--- config.mk ---
export PLATFORM = sky130hd
export DESIGN_NAME = vit_bm_sched
export DESIGN_NICKNAME = d
export VERILOG_FILES = /design/src/rtl/vit_bm_sched.sv
export SDC_FILE = /design/constraint.sdc
export NUM_CORES = 1
export LEC_CHECK = 0
export ABC_CLOCK_PERIOD_IN_PS = 2200
export CORE_UTILIZATION = 35
export CTS_CLUSTER_DIAMETER = 120
export CTS_CLUSTER_SIZE = 40
export DETAILED_ROUTE_END_ITERATION = 7
export PLACE_DENSITY_LB_ADDON = 0.2
export SYNTH_ARGS = -nofsm -noshare
export SYNTH_HDL_FRONTEND = slang
export SYNTH_SLANG_ARGS = --single-unit
--- constraint.sdc ---
create_clock -name clk -period 2.2 [get_ports clk]
set_input_delay 0.44 -clock clk [delete_from_list [all_inputs] [get_ports clk]]
set_output_delay 0.44 -clock clk [all_outputs]
set_load 0.03 [all_outputs]
--- src/rtl/vit_bm_sched.sv ---
// Branch-metric scheduler: latches one received pair, then walks every trellis
// state and presents the Hamming metrics for both input bits to the ACS array.
module vit_bm_sched #(
    parameter int             K     = 3,
    parameter logic [K-1:0]   G0    = 3'b111,
    parameter logic [K-1:0]   G1    = 3'b101,
    parameter int             CNT_W = 16
) (
    input  logic             clk,
    input  logic             rst,
    input  logic             sym_valid,
    output logic             sym_ready,
    input  logic [1:0]       rx_pair,
    input  logic             sym_last,
    output logic             acs_valid,
    input  logic             acs_ready,
    output logic [K-2:0]     acs_state,
    output logic [1:0]       acs_bm0,
    output logic [1:0]       acs_bm1,
    output logic             acs_first,
    output logic             acs_last,
    output logic             acs_sym_last,
    output logic             frame_done,
    output logic [CNT_W-1:0] sym_count,
    output logic [1:0]       fsm_state
);

    localparam int S_W = K - 1;
    localparam logic [S_W-1:0] LAST_S = {S_W{1'b1}};

    // Handshakes: a symbol transfers on a rising edge with sym_valid && sym_ready;
    // a state beat transfers with acs_valid && acs_ready. Outputs hold while stalled.

    typedef enum logic [1:0] {
        IDLE = 2'd0,
        RUN  = 2'd1,
        DONE = 2'd2
    } state_t;

    state_t           state, state_n;
    logic [S_W-1:0]   s_q, s_n;
    logic [1:0]       rx_q, rx_n;
    logic             last_q, last_n;
    logic [CNT_W-1:0] cnt_q, cnt_n;

    // Expected encoder output for branch (s, u) with u as the MSB of the register.
    function automatic logic [1:0] branch_metric(input logic [1:0] rx,
                                                 input logic [S_W-1:0] s,
                                                 input logic u);
        logic [K-1:0] x;
        logic [1:0]   d;
        x    = {u, s};
        d[1] = ^(x & G0);
        d[0] = ^(x & G1);
        d    = rx ^ d;
        return {1'b0, d[1]} + {1'b0, d[0]};
    endfunction

    always_ff @(posedge clk or posedge rst) begin
        if (rst) begin
            state  <= IDLE;
            s_q    <= '0;
            rx_q   <= '0;
            last_q <= 1'b0;
            cnt_q  <= '0;
        end else begin
            state  <= state_n;
            s_q    <= s_n;
            rx_q   <= rx_n;
            last_q <= last_n;
            cnt_q  <= cnt_n;
        end
    end

    always_comb begin
        state_n   = state;
        s_n       = s_q;
        rx_n      = rx_q;
        last_n    = last_q;
        cnt_n     = cnt_q;
        sym_ready = 1'b0;
        case (state)
            IDLE: sym_ready = 1'b1;
            RUN: begin
                if (acs_ready) begin
                    if (s_q != LAST_S) begin
                        s_n = s_q + 1'b1;
                    end else if (last_q) begin
                        state_n = DONE;
                    end else begin
                        sym_ready = 1'b1;
                        state_n   = IDLE;
                    end
                end
            end
            DONE: begin
                state_n = IDLE;
                cnt_n   = '0;
            end
            default: state_n = IDLE;
        endcase
        // A load from IDLE or from the last-state handshake looks the same.
        if (sym_valid && sym_ready) begin
            rx_n    = rx_pair;
            last_n  = sym_last;
            s_n     = '0;
            state_n = RUN;
            cnt_n   = (&cnt_q) ? cnt_q : cnt_q + 1'b1;
        end
    end

    assign acs_valid    = (state == RUN);
    assign acs_state    = s_q;
    assign acs_bm0      = branch_metric(rx_q, s_q, 1'b0);
    assign acs_bm1      = branch_metric(rx_q, s_q, 1'b1);
    assign acs_first    = (s_q == '0);
    assign acs_last     = (s_q == LAST_S);
    assign acs_sym_last = last_q;
    assign frame_done   = (state == DONE);
    assign sym_count    = cnt_q;
    assign fsm_state    = state;

endmodule

==> results.cfg <==
[cts]
post_cts_buffers = 0
root_buffer = clkbuf_8
clockBufferDepth = 2
cts_inserted_buffers = 3
htree_levels = 1
clk-insertion-delay-late_ns = 0.26
clkTransAtPathRegs_ns = 0.08
cts_tree = built
postCtsHoldBufs = 0
cts_sinks = 23

[timing]
worst_clock_skew_ns = 0.00307
finalCritPeriodShare_pct = 96.0
max_freq_mhz = 474
hold_viol = 0
tightest_slew_ns = 0.458
maxSlewViolCount = 0
timing.final.ws_setup_ns = 0.0885
setup_viol = 0
relSlewSlack_pct = 69.2
fin_crit_ns = 2.11
rsz0062_at_grt = no

[setup_path]
slowest_stage = dfrtp_1
required_ns = 1.76
path_cells = inv_1 -> ha_4 -> xnor2_2 -> inv_1 -> ha_1 -> buf_4
r2r_start = sym_count[0]
crit_end = acs_bm0[0]
cp.arrival_ns = 1.67
timing.rr.end = sym_count[2]
reg2reg_depth = 5
critical_path.startpoint = acs_state[1]
critPathMostFrequentCell = inv_1
ff2ff_setup_slack_ns = 0.30
critPathKind = reg -> out
startpoint_type = flop
max_stage_delay_ns = 0.40
critPathMaxFanout = 3
end_kind = output pin

[cells_and_area]
final_cell_mix = 29 x nand2_1, 29 x clkdlybuf4s50_1, 23 x dfrtp_1
final_cells = 238
utilization_pct = 50.5
antenna_cells = 0
fin_nets = 203
n_fill_cell = 368
multi_input_area_um2 = 771
ff_latch_area_um2 = 576
layout-drive-gt1-share_pct = 14.2
syn_to_final_growth_pct = 36.6

[worst_hold_path]
min-delay-path-class = in -> async

[routing]
firstDrtPassIters = 4
wl_mm = 3.29
first_iter_violations = 53
ant_nets = 0
drcViolationCount = 0
viasPerCell = 5.36
dr_total_vias = 1275
routedWlPerCell_um = 13.8

[yosys]
synth_cell_type_count = 38
yosys.area.top_type = dfrtp_1
synth-simple-area-share_pct = 29.5
synth.area.top_cells = dfrtp_1 42%, nand2_1 7.9%, mux2i_1 5.8%
syn_area_um2 = 1370
syn-num-nets = 160
ys.warnings.count = 0
avgSynthCellArea_um2 = 9.28
synth_top_area_share_pct = 41.9
synth-seq-cells = 23
synthCells = 148
synth_top_family_by_area = simple AND/OR/NAND/NOR gates
synthXorXnorAreaFrac_pct = 1.91
synthAdderAreaFrac_pct = 4.55
synthMuxAreaShare_pct = 5.83
seq_area_frac_synth_pct = 41.9
synth-compound-area-share_pct = 12.6

[global_route]
antenna_found_initial = 0
grt_usage_pct = 17.3
grt_pass1_wl_mm = 5.69
grt_pass1_vias = 1293
grt-ovfl-total = 0
grt_max_degree = 24

[die]
coreArea_um2 = 3720
ioPinCount = 37
fp.dieArea_um2 = 4180
num_rows = 22
die_x_um = 64.7
fp.dieH_um = 64.7
start_util_pct = 37.0

[pwr]
power_density_nw_per_um2 = 1660
p_leak_nw = 0.867
peakVddDrop_uv = 656
p_total_mw = 3.11

[placement]
dp.cells = 234
gp_congestion = 0.844
hpwl_mm = 2.44
io_buffers = 36
post-place-ws_ns = -0.00300

[job]
max_cap_viol_count = 0

[outcome]
status = completed
-- synth_stat cells, drive strengths merged --
library cell,count
nand2b,1
a41o,1
o2111a,1
and4bb,1
a21oi,6
nand4,5
nor2b,1
clkbuf,2
xnor2,3
and4,3
nor2,10
and2,1
o2111ai,1
ha,5
nand3,7
and3b,1
or2,1
o21ai,3
inv,9
o21a,1
o31ai,1
nand2,29
nor3,3
a21boi,1
a31oi,3
a31o,3
dfrtp,23
a211oi,4
mux2i,8
buf,2
or4,2
nand3b,1
nor4,5
-- routing by layer --
| metal | track usage [%] | wire (um) | share of wire [%] |
|---|---|---|---|
| met3 | 1.94 | 152 | 4.6 |
| met4 | 6.39 | 24 | 0.73 |
| met5 | 0 | 0 | 0 |
| met2 | 31.1 | 1620 | 49 |
| met1 | 21.1 | 1500 | 46 |
-- registers in the layout, indices dropped and copies added, names as in the netlist --
name and cells:
sym_count 16, fsm_state 2, acs_sym_last 1, acs_state 2, rx_q 2
-- metrics by stage --
step	hold WS [ns]	cell area, um^2	setup TNS [ns]
global placement	0.479	1810	0
floorplan	0.442	1370	0
detailed placement	0.489	1810	-0.00536
finish	0.506	1880	0
global route	0.553	1880	0
CTS	0.509	1860	0
-- repair_timing --
action,in CTS,in global routing
endpoints found under the hold margin,0,0
endpoints found under the setup margin,2,4
pin swaps,0,1
gates resized for setup,4,4
-- cell type report --
cell class / count / share of cell area, %
clock buffer: 4 / 2.40
multi-input combinational: 112 / 41.1
timing repair buffer: 42 / 20.9
tap: 48 / 3.20
inverter: 9 / 1.80
sequential: 23 / 30.7
-- worst max-delay path, delay by kind of cell (launching register included) --
family | cells | cell delay, ns
xor+xnor | 1 | 0.18
fa+ha+maj | 2 | 0.49
buf+inv | 3 | 0.34
flops | 1 | 0.40
-- where the power goes --
| group | switching (mW) | leakage (nW) | internal (mW) | total, mW |
|---|---|---|---|---|
| logic | 1.21 | 0.581 | 0.818 | 2.03 |
| clock network | 0.129 | 0.0228 | 0.129 | 0.258 |
| registers | 0.237 | 0.263 | 0.587 | 0.824 |
-- worst min path at each step --
stage               slack, ns            to  depth (start not counted)
floorplan                0.44  acs_state[0]                          1
global placement         0.48       rx_q[0]                          2
detailed placement       0.49       rx_q[0]                          2
CTS                      0.51       rx_q[0]                          2
global route             0.55  sym_count[7]                          3
finish                   0.51  sym_count[4]                          3
-- cells by family (layout without fill, tap and decap cells) --
family	Yosys count	count (layout)
mux	8	8
fa+ha+maj	5	5
xor+xnor	3	3
buf+inv	13	55
simple gates	71	71
flops	23	23
compound gates	25	25
No activity file was read; power rests on OpenSTA's default activity.
